[config.mk]
export PLATFORM = sky130hd
export DESIGN_NAME = fan_pwm_driver
export DESIGN_NICKNAME = d
export VERILOG_FILES = /design/src/rtl/fan_pkg.sv /design/src/rtl/fan_pwm_driver_tach_edge_sync.sv /design/src/rtl/fan_pwm_driver.sv
export SDC_FILE = /design/constraint.sdc
export NUM_CORES = 1
export LEC_CHECK = 0
export CAP_MARGIN = 20
export CORE_MARGIN = 2
export CORE_UTILIZATION = 55
export CTS_CLUSTER_SIZE = 14
export DETAILED_ROUTE_END_ITERATION = 8
export GPL_TIMING_DRIVEN = 0
export HOLD_SLACK_MARGIN = 0.1
export PLACE_DENSITY_LB_ADDON = 0.3
export REMOVE_ABC_BUFFERS = 1
export SYNTH_ARGS = -nofsm -noshare
export SYNTH_HDL_FRONTEND = slang
export SYNTH_HIERARCHICAL = 1
export SYNTH_SLANG_ARGS = --single-unit
[constraint.sdc]
create_clock -name clk -period 6.82 [get_ports clk]
set_input_delay 1.364 -clock clk [delete_from_list [all_inputs] [get_ports clk]]
set_output_delay 1.364 -clock clk [all_outputs]
set_load 0.05 [all_outputs]
[src/rtl/fan_pkg.sv]
// Shared types and helpers for the fan drive path:
// state encoding and the speed-level to duty mapping.
package fan_pkg;

    localparam int FAN_MODE_W = 3;

    typedef enum logic [1:0] {
        OFF   = 2'd0,
        KICK  = 2'd1,
        RUN   = 2'd2,
        FAULT = 2'd3
    } fan_state_t;

    // Top level maps to full duty so the fan can reach 100%.
    function automatic int unsigned mode_to_duty(
        input logic [FAN_MODE_W-1:0] mode,
        input int unsigned           pwm_bits
    );
        if (mode == '1) begin
            return 32'd1 << pwm_bits;
        end
        return 32'(mode) << (pwm_bits - 32'd3);
    endfunction

endpackage

[src/rtl/fan_pwm_driver_tach_edge_sync.sv]
// Two-flop synchroniser followed by a registered rising-edge pulse.
// Shared by the tach input and future sensor inputs.
module tach_edge_sync (
    input  logic clk,
    input  logic rst,
    input  logic async_in,
    output logic pulse
);

    logic [2:0] sync;

    always_ff @(posedge clk or negedge rst) begin
        if (!rst) begin
            sync  <= '0;
            pulse <= 1'b0;
        end else begin
            sync  <= {sync[1:0], async_in};
            pulse <= sync[1] & ~sync[2];
        end
    end

endmodule

[src/rtl/fan_pwm_driver.sv]
// Fan PWM driver: slew-limited duty, spin-up kick and
// tach-based stall detection with a latched fault.
module fan_pwm_driver
    import fan_pkg::*;
#(
    parameter int PWM_BITS      = 4,
    parameter int KICK_PERIODS  = 4,
    parameter int STALL_PERIODS = 8
) (
    input  logic                  clk,
    input  logic                  rst,
    input  logic [FAN_MODE_W-1:0] fan_mode,
    input  logic                  fan_tach,
    input  logic                  fault_clr,
    output logic                  pwm_out,
    output logic [PWM_BITS:0]     duty,
    output logic                  fan_running,
    output logic                  fan_fault,
    output logic [1:0]            fan_state
);

    localparam int KW = $clog2(KICK_PERIODS + 1);
    localparam int SW = $clog2(STALL_PERIODS + 1);

    localparam logic [PWM_BITS:0] FULL      = (PWM_BITS+1)'(1 << PWM_BITS);
    localparam logic [PWM_BITS:0] DUTY_ONE  = (PWM_BITS+1)'(1);
    localparam logic [KW-1:0]     KICK_LAST = KW'(KICK_PERIODS - 1);
    localparam logic [SW-1:0]     STALL_MAX = SW'(STALL_PERIODS);

    fan_state_t            state;
    fan_state_t            state_nxt;
    logic [PWM_BITS-1:0]   pwm_cnt;
    logic [PWM_BITS:0]     duty_nxt;
    logic [PWM_BITS:0]     target;
    logic [KW-1:0]         kick_cnt;
    logic [KW-1:0]         kick_nxt;
    logic [SW-1:0]         stall_cnt;
    logic [SW-1:0]         stall_nxt;
    logic                  period_end;
    logic                  tach_edge;
    logic                  fault_entry;

    tach_edge_sync u_tach (
        .clk      (clk),
        .rst      (rst),
        .async_in (fan_tach),
        .pulse    (tach_edge)
    );

    assign period_end = (pwm_cnt == '1);
    assign target     = (PWM_BITS+1)'(mode_to_duty(fan_mode, PWM_BITS));
    assign fault_entry = (state == RUN) && (state_nxt == FAULT);
    assign fan_state  = state;

    always_comb begin
        state_nxt = state;
        duty_nxt  = duty;
        kick_nxt  = kick_cnt;
        stall_nxt = '0;
        unique case (state)
            OFF: begin
                duty_nxt = '0;
                kick_nxt = '0;
                if (period_end && target != '0) begin
                    state_nxt = KICK;
                    duty_nxt  = FULL;
                end
            end
            KICK: begin
                duty_nxt = FULL;
                if (period_end) begin
                    if (target == '0) begin
                        state_nxt = OFF;
                        duty_nxt  = '0;
                    end else if (kick_cnt == KICK_LAST) begin
                        state_nxt = RUN;
                    end else begin
                        kick_nxt = kick_cnt + KW'(1);
                    end
                end
            end
            RUN: begin
                kick_nxt = '0;
                // A tach edge beats a coincident period increment.
                if (tach_edge || duty == '0) begin
                    stall_nxt = '0;
                end else if (period_end && stall_cnt != STALL_MAX) begin
                    stall_nxt = stall_cnt + SW'(1);
                end else begin
                    stall_nxt = stall_cnt;
                end
                if (stall_nxt == STALL_MAX) begin
                    state_nxt = FAULT;
                    duty_nxt  = '0;
                    stall_nxt = '0;
                end else if (period_end) begin
                    if (duty == '0 && target == '0) begin
                        state_nxt = OFF;
                    end else if (duty < target) begin
                        duty_nxt = duty + DUTY_ONE;
                    end else if (duty > target) begin
                        duty_nxt = duty - DUTY_ONE;
                    end
                end
            end
            FAULT: begin
                duty_nxt = '0;
                kick_nxt = '0;
                if (fault_clr) begin
                    state_nxt = OFF;
                end
            end
        endcase
    end

    always_ff @(posedge clk or negedge rst) begin
        if (!rst) begin
            state       <= OFF;
            pwm_cnt     <= '0;
            duty        <= '0;
            kick_cnt    <= '0;
            stall_cnt   <= '0;
            pwm_out     <= 1'b0;
            fan_running <= 1'b0;
            fan_fault   <= 1'b0;
        end else begin
            state       <= state_nxt;
            pwm_cnt     <= pwm_cnt + PWM_BITS'(1);
            duty        <= duty_nxt;
            kick_cnt    <= kick_nxt;
            stall_cnt   <= stall_nxt;
            pwm_out     <= !fault_entry && ({1'b0, pwm_cnt} < duty);
            fan_running <= (state_nxt == KICK) || (state_nxt == RUN);
            fan_fault   <= (state_nxt == FAULT);
        end
    end

endmodule
# --- After elaboration in Yosys (flattened, before gate mapping) ---
# Index checks and enable logic that the tools add are counted.
totals:
  register_bits: 25
  inputBits: 7
classes:
  addsub: 5
  magnitude_cmp: 3
  n_eq_ne: 17
  muxes: 30
  bitwise: 2
  n_reduce_logical: 15
ops:
  columns: ["cell", "n"]
  rows:
  - ["5-bit 2-to-1 mux", 10]
  - ["4-bit 2-to-1 mux", 5]
  - ["5-bit case mux with 4 select lines", 1]
  - ["2-bit 2-to-1 mux", 8]
  - ["5-bit zero test", 2]
  - ["3-bit 2-to-1 mux", 3]
  - ["4-bit by 1-bit adder with 4-bit output (second input constant)", 2]
  - ["2-bit equality test (second input constant)", 4]
  - ["4-bit equality test (second input constant)", 2]
  - ["2-bit case mux with 4 select lines", 1]
  - ["2-bit != test (second input constant)", 3]
  - ["3-bit case mux with 2 select lines", 1]
  - ["3-bit AND reduction", 2]
  - ["5-bit by 1-bit adder with 5-bit output (second input constant)", 1]
  - ["5-bit greater-than comparator", 1]
  - ["1-bit logical AND", 5]
  - ["4-bit by 5-bit < comparator with 1-bit output", 1]
  - ["5-bit < comparator", 1]
  - ["5-bit nonzero test", 1]
  - ["5-bit by 1-bit subtractor with 5-bit output (second input constant)", 1]
  - ["2-bit by 1-bit equality test with 1-bit output (second input constant)", 2]
  - ["4-bit by 1-bit != test with 1-bit output (second input constant)", 1]
  - ["4-bit != test (second input constant)", 1]
  - ["3-bit by 1-bit adder with 3-bit output (second input constant)", 1]
  - ["other kinds (11)", 12]

# --- Longest topological paths before layout ---
# Gate-level depths: netlist (run 1).
logic_depth:
  ltp_word: 13
  depth_mapped: 14
  ltp_nobuf: 14

# --- Modules after synthesis ---
# The synthesis (run 1) kept the hierarchy.
by_module_without_submodules:
  columns: ["module", "instances", "cells_per_inst", "area_per_inst_um2", "seq_area_each_um2"]
  rows:
  - ["fan_pwm_driver", 1, 144, 1380.1, 525.5]
  - ["tach_edge_sync", 1, 5, 113.9, 100.1]

# --- Worst setup path before layout (run 1) ---
# OpenSTA, ideal clock, no wires.
synth_timing:
  kind: "input-to-reg"
  from: "in fan_mode[1]"
  to: "reg duty[4]"
  setup_ps: 67
  t_arrival_ps: 3409
  required_ps: 6753
  slack_ps: 3344
  path_stages: 14
  path_buffers: 0
  path_cell_list: "nand2_1 nand2_1 ha_1 a21oi_1 nand2_1 a21oi_1 inv_1 ha_1 nand2b_1 a21oi_1 xnor2_1 xnor2_1 o211ai_1 o311a_1"
synth_via:
  elab_chain_len: 9
  elab_cells_between_ends: 21
  classes_between: "order compare (2); eq/ne (3); mux (11); reduce/logical (5)"
synth_lines:
  columns: ["item", "line_no", "source"]
  rows:
  - ["start: declaration", "fan_pwm_driver.sv:12", "input logic [FAN_MODE_W-1:0] fan_mode,"]
  - ["3-bit equality test", "fan_pkg.sv:19", "if (mode == '1) begin"]
  - ["1-bit 2-to-1 mux / 5-bit 2-to-1 mux (equally long branches)", "fan_pkg.sv:19", null]
  - ["5-bit 2-to-1 mux (*)", "fan_pkg.sv:22", "return 32'(mode) << (pwm_bits - 32'd3);"]
  - ["5-bit < comparator", "fan_pwm_driver.sv:99", "end else if (duty < target) begin"]
  - ["5-bit 2-to-1 mux", "fan_pwm_driver.sv:99", null]
  - ["5-bit 2-to-1 mux", "fan_pwm_driver.sv:97", "if (duty == '0 && target == '0) begin"]
  - ["5-bit 2-to-1 mux", "fan_pwm_driver.sv:96", "end else if (period_end) begin"]
  - ["5-bit 2-to-1 mux", "fan_pwm_driver.sv:92", "if (stall_nxt == STALL_MAX) begin"]
  - ["5-bit case mux with 4 select lines", "fan_pwm_driver.sv:60", "unique case (state)"]
  - ["end signal: assignment", "fan_pwm_driver.sv:129", "duty <= duty_nxt;"]
  - ["end: declaration", "fan_pwm_driver.sv:16", "output logic [PWM_BITS:0] duty,"]
# Mark *: on every way between the ends. The rest lies on a longest branch, timed or not. The select of a mux whose other input is x is not followed.
# A chain may end at the register's enable or synchronous reset.

# --- Final worst setup path (run 1) ---
# Same ends and word-level chain as after synthesis.

==> run_results.csv, run 1 <==
group,metric,value,unit
status,status,"complete, no violations",
drt,wl_per_cell,15.10,um
placement,gp_congestion,0.8502,
synth,yosysSeqAreaShare,0.4188,
synth,yosys-top-cells-area,"dfrtp_1 42%, ha_1 13%, nor2_1 5.3%",
floorplan,fp.dieH,56.12,um
floorplan,io_pins,17,
clocking,cts_resized,0,
layout,layout-drive-gt1-share,0.06548,
global_route,antenna_found_initial,0,
pwr,leakage,0.7890,nW
flow_run,cap_violations,0,
placement,pre_cts_slack,2530,ps
clocking,clk_pin_slew,140,ps
sta,setup_slack,2863,ps
pwr,power_density,346.6,nW/um^2
synth,synth_most_common_cell,"dfrtp_1",
synth,ys.flop_type,"dfrtp_1",
floorplan,die_width,56.12,um
sta,fin_tns_setup,0,ps
drt,first_pass_iters,6,
clocking,cts_tree,"built",
layout,n_antenna_cell,0,
sta,fmax,252.7,MHz
sta,hold_viol,0,
synth,ys_ff_latch,25,
synth,async_reset_ff_frac,1.000,
drt,num_vias,1160,
synth,yosys-top-cells-count,"25 x dfrtp_1, 21 x nor2_1, 16 x ha_1, 12 x a21oi_1",
setup_path,worstSetupPathType,"input port to register",
global_route,grt_pass1_wl,5313,um
synth,yosysTopAreaCell,"dfrtp_1",
clocking,htreeDepth,1,
setup_path,cp.required,7100,ps
sta,relSlewSlack,0.5585,
sta,skew,4.443,ps
layout,fin_util,0.6835,
sta,worst_pin_slew,657.1,ps
drt,drt_wl_total,2990,um
clocking,ctsHoldBuffers,0,
sta,min_period,3957,ps
clocking,worst_skew_pair.late_latency,320,ps
layout,syn2layout_area_growth,15.41,%
setup_path,max_stage_delay,460,ps
synth,synth_top_cell_area_share,0.4188,
setup_path,path_cells,"clkdlybuf4s50_1 > nand2_1 > nand2_1 > ha_1 > a21oi_1 > nand2_1 > a21oi_1 > inv_1 > ha_1 > nand2b_1 > a21oi_1 > xnor2_1 > xnor2_1 > o211ai_1 > o311a_1",
global_route,overflow,0,
synth,yosys_warnings,6,
floorplan,num_rows,18,
setup_path,crit_slowest_cell,"clkdlybuf4s50_1",
clocking,post_cts.repair.setup_buffers,0,
layout,fill_cells,194,
global_route,grt_max_degree,26,
min_path,hold_class,"register to register",
layout,nets,193,
drt,drt-initial-drc-count,39,
placement,port_buffers,16,
clocking,clock-sinks,25,
synth,synth.distinct_cells,38,
synth,postSynthCellCount,149,
setup_path,start_kind,"input port",
sta,final_max_slew_viol_count,0,
synth,synth_edf_count,0,
sta,setup_viol,0,
pwr,ir_worst_vdd,428.3,uV
clocking,cts_buffer_depth,2,
floorplan,initial_utilization,0.5923,
setup_path,path_max_fanout,4,
placement,place_hpwl,2245,um
clocking,cts_made_buffers,3,
sta,rsz0062_at_grt,"no",
setup_path,crit_path_end_kind,"register",
sta,fin_crit_sh,0.5803,
floorplan,core_area,2522,um^2
global_route,track_usage,0.2168,
setup_path,cp.arrival,4230,ps
global_route,grt_pass1_vias,1207,
synth,netlist_area,1494,um^2
drt,via_per_inst,5.859,
drt,drc,0,
drt,ant_nets,0,
synth,synth_area_per_cell,10.03,um^2
floorplan,die-area,3149,um^2
clocking,cts-root-buf,"clkbuf_4",
-- worst paths after layout --
kind | start | endpoint | slack (ps) | depth (start not counted)
max in group asynchronous | rst | kick_cnt[2]$_DFFE_PN0P_ | 4960 | 2
worst min-delay path | u_tach/sync[0]$_DFF_PN0_ | u_tach/sync[1]$_DFF_PN0_ | 370 | 0
min in group asynchronous | rst | pwm_cnt[0]$_DFF_PN0_ | 1370 | 1
worst max-delay path | fan_mode[1] | duty[4]$_DFFE_PN0P_ | 2860 | 15
worst min register to register | u_tach/sync[0]$_DFF_PN0_ | u_tach/sync[1]$_DFF_PN0_ | 370 | 0
worst max register to register | duty[3]$_DFFE_PN0P_ | duty[4]$_DFFE_PN0P_ | 3980 | 12
-- area by class of cell --
class | count | area, um^2 | area share
clock buffer | 4 | 26.28 | 0.01524
sequential | 25 | 625.6 | 0.3628
tap | 30 | 37.54 | 0.02177
inverter | 9 | 33.78 | 0.01959
multi-input combinational | 113 | 825.8 | 0.4790
timing repair buffer | 17 | 175.2 | 0.1016
-- power by group --
group / internal (mW) / total, mW / switching, mW
registers: 0.166 / 0.201 / 0.0343
clock network: 0.0230 / 0.0683 / 0.0454
logic: 0.143 / 0.329 / 0.186
-- kinds of logic after synthesis --
logic type	synth area share
fa+ha+maj	0.1474
flops	0.4188
mux	0.04020
buf+inv	0.02847
simple gates	0.2052
xor+xnor	0.04690
compound gates	0.1131
-- through the flow --
step	instances	hold WS [ps]	power [mW]	cell area (um^2)
floorplan	147	331.2	0.4406	1485
global placement	193	335.0	0.5124	1683
detailed placement	193	339.6	0.5312	1683
CTS	197	372.9	0.5993	1709
global route	198	396.1	0.6423	1724
finish	198	370.4	0.5976	1724
-- placed cells by master, fill, tap and decap left out, types with 3 or more instances in the layout --
master and n:
a21o_1 3, a21oi_1 12, clkbuf_4 3, clkdlybuf4s50_1 16, dfrtp_1 25, ha_1 16, inv_1 9, mux2i_1 6
nand2_1 9, nand2b_1 4, nand3_1 4, nor2_1 21, xnor2_1 7
-- critical path: cells and delay by family --
kind / cells / cell delay (ps)
buffers and inverters: 2 / 610
AND/OR/NAND/NOR: 4 / 320
AO/OA/AOI/OAI: 5 / 1010
XOR/XNOR: 2 / 250
adder cells (fa/ha/maj): 2 / 670
-- registers in the layout (all words and copies together) (netlist names), 2 cells and up --
register and cells:
u_tach/sync 3, stall_cnt 4, kick_cnt 3, fan_state 2
pwm_cnt 4, duty 5
-- layer usage --
metal / GRT usage / wire length, um
met1: 0.2625 / 1318
met2: 0.3731 / 1528
met3: 0.02326 / 68
met4: 0.1190 / 74
met5: 0 / 0
Power figures use the tool's default switching activity.
==> run 2: changes to the inputs <==
--- a/config.mk
+++ b/config.mk
@@ -7,7 +7,7 @@
 export LEC_CHECK = 0
 export CAP_MARGIN = 20
 export CORE_MARGIN = 2
-export CORE_UTILIZATION = 55
+export CORE_UTILIZATION = 50
 export CTS_CLUSTER_SIZE = 14
 export DETAILED_ROUTE_END_ITERATION = 8
 export GPL_TIMING_DRIVEN = 0
==> constraint.sdc (replaced) <==
create_clock -name clk -period 3.6 [get_ports clk]
set_input_delay 0.72 -clock clk [delete_from_list [all_inputs] [get_ports clk]]
set_output_delay 0.72 -clock clk [all_outputs]
set_load 0.05 [all_outputs]
==> run_results.csv, run 2 (synthesized netlist as in run 1, its figures left out) <==
group,metric,value,unit
clocking,cts-root-buf,"clkbuf_4",
pwr,ir_worst_vdd,616.6,uV
setup_path,crit_path_end_kind,"register",
floorplan,initial_utilization,0.5326,
clocking,htreeDepth,1,
clocking,cts_buffer_depth,2,
sta,relSlewSlack,0.5737,
sta,fmax,305.9,MHz
layout,syn2layout_area_growth,15.49,%
clocking,cts_tree,"built",
floorplan,die_width,58.66,um
pwr,leakage,0.7890,nW
setup_path,cp.required,3870,ps
drt,first_pass_iters,4,
drt,drt_wl_total,2960,um
sta,min_period,3269,ps
setup_path,r2r_slack,830,ps
global_route,grt_max_degree,26,
layout,layout-drive-gt1-share,0.06548,
layout,top_register,"duty",
global_route,overflow,0,
sta,hold_viol,0,
clocking,cts_made_buffers,3,
layout,final_common_cell,"dfrtp_1",
drt,num_vias,1145,
clocking,post_cts.repair.setup_buffers,0,
sta,fin_tns_setup,0,ps
setup_path,path_max_fanout,4,
status,status,"complete, no violations",
sta,setup_viol,0,
drt,via_per_inst,5.754,
layout,fill_cells,241,
sta,skew,5.487,ps
floorplan,fp.dieH,58.66,um
placement,place_hpwl,2243,um
layout,n_antenna_cell,0,
floorplan,core_area,2805,um^2
clocking,ctsHoldBuffers,0,
layout,fin_cells,199,
sta,rsz0062_at_grt,"no",
min_path,hold_class,"register to register",
drt,ant_nets,0,
placement,port_buffers,16,
global_route,grt_pass1_wl,5326,um
setup_path,worstSetupPathType,"input port to register",
layout,largest_reg_flops,5,
sta,setup_slack,330.5,ps
sta,final_max_slew_viol_count,0,
clocking,clk_pin_slew,130,ps
placement,gp_congestion,0.7992,
layout,nets,193,
global_route,track_usage,0.2014,
drt,drt-initial-drc-count,49,
clocking,worst_skew_pair.late_latency,330,ps
clocking,cts_resized,0,
setup_path,start_kind,"input port",
drt,wl_per_cell,14.87,um
sta,fin_crit_sh,0.9082,
floorplan,io_pins,17,
layout,layout_common_cells,"25 x dfrtp_1, 21 x nor2_1, 16 x ha_1, 16 x clkdlybuf4s50_1, 12 x a21oi_1",
placement,place_inst,194,
flow_run,cap_violations,0,
global_route,antenna_found_initial,0,
sta,worst_pin_slew,637.4,ps
pwr,power_density,655.4,nW/um^2
setup_path,cp.arrival,3540,ps
layout,reg_top3,"duty x5, pwm_cnt x4, stall_cnt x4",
global_route,grt_pass1_vias,1170,
drt,drc,0,
floorplan,num_rows,19,
placement,pre_cts_slack,13.66,ps
floorplan,die-area,3441,um^2
clocking,clock-sinks,25,
-- run 2: cell counts in the layout (fill, tap and decap cells not counted) --
No cell type changed its count.
-- run 2: area by class of cell --
class	instances	area (um^2)	area share
Clock buffer	4	26.28	0.01523
Inverter	9	33.78	0.01958
Sequential cell	25	625.6	0.3626
Timing Repair Buffer	17	175.2	0.1015
Multi-Input combinational cell	113	825.8	0.4786
Tap cell	31	38.79	0.02248
-- run 2: where the power goes --
group,leakage (nW),total (mW),internal (mW),switching (mW)
combinational,0.468,0.622,0.268,0.354
sequential,0.306,0.379,0.315,0.0635
clock,0.0150,0.130,0.0435,0.0864
total,0.789,1.13,0.627,0.504
-- run 2: critical path, cell delays in order --
cell	delay [ps]
clkdlybuf4s50_1	470
nand2_1	100
nand2_1	60
ha_1	310
a21oi_1	150
nand2_1	80
a21oi_1	310
inv_1	150
ha_1	360
nand2b_1	80
a21oi_1	160
xnor2_1	150
xnor2_1	90
o211ai_1	170
o311a_1	170
-- run 2: worst paths after layout --
check,start,to,depth (start not counted)
worst min register to register,u_tach/sync[0]$_DFF_PN0_,u_tach/sync[1]$_DFF_PN0_,0
worst min-delay path,u_tach/sync[0]$_DFF_PN0_,u_tach/sync[1]$_DFF_PN0_,0
min in group asynchronous,rst,stall_cnt[0]$_DFF_PN0_,1
max in group asynchronous,rst,u_tach/sync[1]$_DFF_PN0_,2
worst max-delay path,fan_mode[1],duty[4]$_DFFE_PN0P_,15
worst max register to register,duty[3]$_DFFE_PN0P_,duty[4]$_DFFE_PN0P_,12
-- run 2: routing by layer --
metal  vias up  part of all wire  track usage
met1       566              0.44       0.2564
met4         0            0.0057      0.03247
met3         4             0.036      0.05275
li1        559                 -            -
met5         -                 0            0
met2        16              0.52       0.3515
-- run 2: through the flow --
stage	instance area [um^2]	power [mW]	util	hold slack, ps
final	1725	1.131	0.6151	368.3
after global routing	1725	1.220	0.6151	379.0
after CTS	1710	1.129	0.6097	374.2
after detailed placement	1684	0.9986	0.6004	344.2
after global placement	1684	0.9718	0.6004	337.4
after floorplan	1485	0.8346	-	331.2
==> run 3: changes to the inputs <==
--- a/config.mk
+++ b/config.mk
@@ -11,7 +11,7 @@
 export CTS_CLUSTER_SIZE = 14
 export DETAILED_ROUTE_END_ITERATION = 8
 export GPL_TIMING_DRIVEN = 0
-export HOLD_SLACK_MARGIN = 0.1
+export HOLD_SLACK_MARGIN = 0.12
 export PLACE_DENSITY_LB_ADDON = 0.3
 export REMOVE_ABC_BUFFERS = 1
 export SYNTH_ARGS = -nofsm -noshare
==> results of run 3 <==
No change in the layout: final DEF, timing and power equal those of run 2.
